`src/rtl/pulse_cmd_buffer.sv`:
```
// pulse_cmd_buffer
//   Elastic FIFO between the processor pulse command port and the
//   signal-generator element. Each strobed command is queued and presented
//   in order over a valid/ready handshake; cfg is split into mode and dest.
//   Commands arriving while full (with no pop in the same cycle) are dropped
//   and flagged on the sticky overflow output.
//
// Ports
//   clk, rstn                 clock, asynchronous active-low reset
//   phase/freq/amp/env_word   command fields, captured on cstrobe
//   cfg                       command cfg: [1:0] mode, [CFG_WIDTH-1:2] dest
//   cstrobe                   single-cycle command valid, no back-pressure
//   cmd_reset                 synchronous flush (pointers, level, overflow)
//   out_*                     head-entry fields
//   out_valid / out_ready     head handshake toward the element
//   level, full               occupancy
//   overflow, overflow_clr    sticky drop flag and its clear
//
// Build option
//   PULSE_CMD_BUF_STATS_EN    adds saturating accepted_cnt / dropped_cnt outputs

module pulse_cmd_buffer #(
  parameter int PHASE_WIDTH    = 17,
  parameter int FREQ_WIDTH     = 9,
  parameter int AMP_WIDTH      = 16,
  parameter int CFG_WIDTH      = 4,
  parameter int ENV_WORD_WIDTH = 24,
  parameter int DEPTH          = 8
) (
  input  logic                      clk,
  input  logic                      rstn,
  input  logic [PHASE_WIDTH-1:0]    phase,
  input  logic [FREQ_WIDTH-1:0]     freq,
  input  logic [AMP_WIDTH-1:0]      amp,
  input  logic [ENV_WORD_WIDTH-1:0] env_word,
  input  logic [CFG_WIDTH-1:0]      cfg,
  input  logic                      cstrobe,
  input  logic                      cmd_reset,
  output logic [PHASE_WIDTH-1:0]    out_phase,
  output logic [FREQ_WIDTH-1:0]     out_freq,
  output logic [AMP_WIDTH-1:0]      out_amp,
  output logic [ENV_WORD_WIDTH-1:0] out_env_word,
  output logic [1:0]                out_mode,
  output logic [CFG_WIDTH-3:0]      out_dest,
  output logic                      out_valid,
  input  logic                      out_ready,
  output logic [$clog2(DEPTH):0]    level,
  output logic                      full,
  output logic                      overflow,
`ifdef PULSE_CMD_BUF_STATS_EN
  output logic [15:0]               accepted_cnt,
  output logic [15:0]               dropped_cnt,
`endif
  input  logic                      overflow_clr
);

  localparam int AW = $clog2(DEPTH);
  localparam int LW = AW + 1;
  localparam int EW = PHASE_WIDTH + FREQ_WIDTH + AMP_WIDTH + ENV_WORD_WIDTH + CFG_WIDTH;
  localparam logic [LW-1:0] LVL_FULL = LW'(DEPTH);

  logic [EW-1:0]  mem [DEPTH];
  logic [AW-1:0]  wr_ptr;
  logic [AW-1:0]  rd_ptr;
  logic [LW-1:0]  level_q;
  logic [EW-1:0]  head;
  logic           pop;
  logic           push;
  logic           drop;

  assign out_valid = (level_q != '0);
  assign full      = (level_q == LVL_FULL);
  assign level     = level_q;

  // A flush masks every other request in its cycle.
  assign pop  = out_valid & out_ready & ~cmd_reset;
  assign push = cstrobe & (~full | pop) & ~cmd_reset;
  assign drop = cstrobe & full & ~pop & ~cmd_reset;

  // Storage is intentionally not reset or flushed; only bookkeeping is.
  always_ff @(posedge clk) begin
    if (push) mem[wr_ptr] <= {phase, freq, amp, env_word, cfg};
  end

  assign head         = mem[rd_ptr];
  assign out_phase    = head[EW-1 -: PHASE_WIDTH];
  assign out_freq     = head[EW-PHASE_WIDTH-1 -: FREQ_WIDTH];
  assign out_amp      = head[ENV_WORD_WIDTH+CFG_WIDTH+AMP_WIDTH-1 -: AMP_WIDTH];
  assign out_env_word = head[ENV_WORD_WIDTH+CFG_WIDTH-1 -: ENV_WORD_WIDTH];
  assign out_dest     = head[CFG_WIDTH-1:2];
  assign out_mode     = head[1:0];

  always_ff @(posedge clk or negedge rstn) begin
    if (!rstn) begin
      wr_ptr   <= '0;
      rd_ptr   <= '0;
      level_q  <= '0;
      overflow <= 1'b0;
    end else if (cmd_reset) begin
      wr_ptr   <= '0;
      rd_ptr   <= '0;
      level_q  <= '0;
      overflow <= 1'b0;
    end else begin
      if (push) wr_ptr <= wr_ptr + AW'(1);
      if (pop)  rd_ptr <= rd_ptr + AW'(1);
      if (push && !pop)      level_q <= level_q + LW'(1);
      else if (pop && !push) level_q <= level_q - LW'(1);
      // A drop in the same cycle as a clear leaves the flag set.
      if (drop)              overflow <= 1'b1;
      else if (overflow_clr) overflow <= 1'b0;
    end
  end

`ifdef PULSE_CMD_BUF_STATS_EN
  always_ff @(posedge clk or negedge rstn) begin
    if (!rstn) begin
      accepted_cnt <= '0;
      dropped_cnt  <= '0;
    end else if (cmd_reset) begin
      accepted_cnt <= '0;
      dropped_cnt  <= '0;
    end else begin
      if (push && accepted_cnt != 16'hFFFF) accepted_cnt <= accepted_cnt + 16'd1;
      if (drop && dropped_cnt != 16'hFFFF)  dropped_cnt  <= dropped_cnt + 16'd1;
    end
  end
`endif

endmodule

```
`config.mk`:
```
export PLATFORM = sky130hd
export DESIGN_NAME = pulse_cmd_buffer
export DESIGN_NICKNAME = d
export VERILOG_FILES = /design/src/rtl/pulse_cmd_buffer.sv
export SDC_FILE = /design/constraint.sdc
export NUM_CORES = 1
export LEC_CHECK = 0
export ABC_AREA = 1
export BUFFER_PORTS_ARGS = -buffer_cell sky130_fd_sc_hd__buf_4
export CORE_UTILIZATION = 54
export DETAILED_ROUTE_END_ITERATION = 7
export PLACE_DENSITY = 0.8
export SLEW_MARGIN = 20
export SYNTH_ARGS = -nofsm -noshare
export SYNTH_HDL_FRONTEND = slang
export SYNTH_SLANG_ARGS = --single-unit
```
`constraint.sdc`:
```
create_clock -name clk -period 8.35 [get_ports clk]
set_input_delay 1.67 -clock clk [delete_from_list [all_inputs] [get_ports clk]]
set_output_delay 1.67 -clock clk [all_outputs]
set_load 0.05 [all_outputs]
```
==> impl_metrics.csv <==
group,metric,value,unit
clock_tree,cts-resized-gates,0,
place,dp_hpwl,23600,µm
layout,drive_gt1_frac,0.142,
floorplan,die_h,205,µm
global_routing,track_usage,0.225,
worst_setup_path,ff2ff_setup_slack,4.92,ns
worst_setup_path,r2r_end,"mem[2][23]",
clock_tree,clock_latency,0.58,ns
drt,drc,0,
pwr,p_seq_frac,0.429,
global_routing,antenna_found_initial,1,
outcome,status,"finished, final reports clean",
floorplan,core.rowCount,74,
pwr,internal_power,5260,µW
pwr,p_comb_frac,0.255,
timing,fin_tns_setup,0,ns
drt,drt_iter0_markers,985,
clock_tree,cts_tree,"done",
global_routing,grt_max_degree,226,
timing,slew_violations,0,
pwr,power_frac_clock,0.316,
drt,drt_pass1_iterations,5,
timing,fin_crit,5.64,ns
worst_setup_path,r2r-start,"level[3]",
floorplan,ios,153,
yosys,yosysUniqueCellTypes,24,
worst_setup_path,reg2reg_depth,7,
job,maxCapViolCount,0,
worst_setup_path,end_kind,"output pin",
timing,max_freq,177,MHz
yosys,syn_area,22300,µm²
yosys,synth_top_area_share,0.753,
place,portBuffers,152,
place,pre_cts_slack,3.36,ns
global_routing,grt_pass1_vias,13600,
global_routing,grt_first_pass_wirelength,72200,µm
timing,finalClockSkew,0.0105,ns
yosys,synthesis.nets,1760,
yosys,yosys_warnings,0,
drt,dr_total_vias,13700,
min_path,hold_class,"reg -> reg",
yosys,yosysTopAreaCell,"edfxtp_1",
timing,fin_hold_ws,0.530,ns
worst_setup_path,worstSetupStartpointType,"register",
yosys,synth.avg_cell_area,13.3,µm²
worst_setup_path,cp_max_fo,110,
timing,finalSetupViolCount,0,
layout,area_delta_synth_final,15.0,%
yosys,ys_ff_latch,571,
layout,fin_area,25700,µm²
worst_setup_path,slowest_delay,0.89,ns
worst_setup_path,cp.arrival,3.97,ns
global_routing,grt_overflow,0,
yosys,synth_area_leaders,"edfxtp_1 75%, nor2_1 7.3%, o32ai_1 5.5%, nand2_1 4.0%, o21ai_0 3.3%",
place,gp_congestion,0.790,
pwr,power_density,302,nW/µm²
drt,vias_per_cell,5.77,
worst_setup_path,worst-setup-path-type,"reg -> out",
pwr,power_leakage,0.00887,µW
min_path,hold_end,"overflow",
clock_tree,post_cts_buffers,0,
pwr,power.net_switching,2490,µW
pwr,vdd_ir_drop_max,0.238,mV
min_path,holdPathStages,1,
timing,relSlewSlack,0.290,
worst_setup_path,cp_cell_sequence,"inv_8 -> buf_4 -> nor2_1 -> o32ai_1 -> nand2_1 -> nand2_1 -> buf_4",
clock_tree,ctsRootBufferMaster,"clkbuf_16",
worst_setup_path,cp_slowest_cell,"buf_4",
clock_tree,htree_levels,2,
drt,wirelength,46600,µm
timing,worst_pin_slew,1.06,ns
clock_tree,clock_path_buffers,3,
floorplan,die_w,205,µm
worst_setup_path,worstPathRequired,6.68,ns
timing,period_share,0.675,
pwr,switching_share,0.321,
min_path,hold_start,"overflow",
layout,nets,1884,
clock_tree,cts_buffers,56,
timing,fin_ws,2.71,ns
timing,hold_viol,0,
clock_tree,path_clk_slew,0.06,ns
layout,final_cells,2377,
drt,routedWlPerCell,19.6,µm
yosys,syn_inst,1679,
floorplan,initial_utilization,0.547,
floorplan,core,40800,µm²
clock_tree,cts_sinks,571,
place,dp.cells,2277,
floorplan,die_area,42200,µm²
timing,rsz0062_at_grt,"false",
yosys,seq_area_frac_synth,0.765,
place,placed_area,23900,µm²
clock_tree,cts-hold-fix-buffers,0,
drt,ant_nets,0,
## cell usage after synthesis
cell type / instances
buf_1: 8
nand4_1: 4
clkbuf_1: 51
o21ai_0: 146
xnor2_1: 1
nand3_1: 10
fa_1: 1
nor2_1: 434
inv_4: 1
inv_1: 14
nor3_1: 5
inv_2: 1
a32o_1: 1
buf_4: 8
nand2_1: 235
buf_2: 39
xor2_1: 1
dfrtp_1: 11
buf_6: 2
o32ai_1: 140
ha_1: 4
edfxtp_1: 560
o211ai_1: 1
a21oi_1: 1
## flip-flops by register name, indices dropped and copies added, names as in the netlist
register / cells
mem: 560
wr_ptr: 3
level: 4
overflow: 1
rd_ptr: 3
## worst max-delay path: cells and delay by family, from the launching register on
family | cells | cell delay [ns]
flip-flops | 1 | 0.81
buffers and inverters | 3 | 1.75
AND/OR/NAND/NOR | 3 | 0.30
AO/OA/AOI/OAI | 1 | 0.37
## cell type report
cell class	instances	area (µm²)
Sequential cell	571	17100
Fill cell	2906	15200
Multi-Input combinational cell	984	4730
Clock buffer	68	1470
Timing Repair Buffer	174	1320
Tap cell	532	666
Clock inverter	31	322
Inverter	16	67.6
Antenna cell	1	2.50
## metrics by stage
stage	util	power [µW]
3_3_place_gp	0.585	5320
3_5_place_dp	0.585	5370
6_report	0.629	7750
5_1_grt	0.629	8060
4_1_cts	0.629	7800
2_1_floorplan	-	4810
## power groups by stage
stage,sequential [µW],clock [µW],combinational [µW]
after floorplan,3350,0,1460
after global placement,3380,0,1940
after detailed placement,3380,0,1980
after CTS,3320,2490,1990
after global routing,3340,2590,2140
final,3330,2450,1980
## routing by layer
metal / global-route usage / part of all wire
met3: 0.0445 / 0.075
met5: 0 / 0
met4: 0.0939 / 0.031
met1: 0.284 / 0.40
met2: 0.381 / 0.49
## placed cells by master (no fill, tap or decap), drive strengths merged, types with 3 or more instances in the layout
cell type,netlist,final
nand2,235,235
nor2,434,434
o32ai,140,140
edfxtp,560,560
clkbuf,51,68
bufinv,0,7
inv,16,16
clkinv,0,21
ha,4,4
dfrtp,11,11
clkinvlp,0,3
o21ai,146,146
nand3,10,10
nor3,5,5
buf,57,174
nand4,4,4
## logic make-up after synthesis
| group | synth area share |
|---|---|
| AOI/OAI and AO/OA | 0.0886 |
| xor gates and xnor gates | 0.000785 |
| adders and majority gates | 0.00314 |
| buffers and inverters | 0.0252 |
| DFF | 0.765 |
| and+or+nand+nor | 0.117 |
## worst max path at each step
stage,from,to,slack (ns),cells past startpoint
2_1_floorplan,cmd_reset,mem[3][0],0.83,5
3_3_place_gp,rd_ptr[0],out_phase[16],3.43,7
3_5_place_dp,rd_ptr[0],out_phase[15],3.36,7
4_1_cts,rd_ptr[0],out_phase[7],2.71,7
5_1_grt,rd_ptr[0],out_phase[7],2.44,7
6_report,rd_ptr[0],out_phase[7],2.71,7
Power figures use the tool's default switching activity.
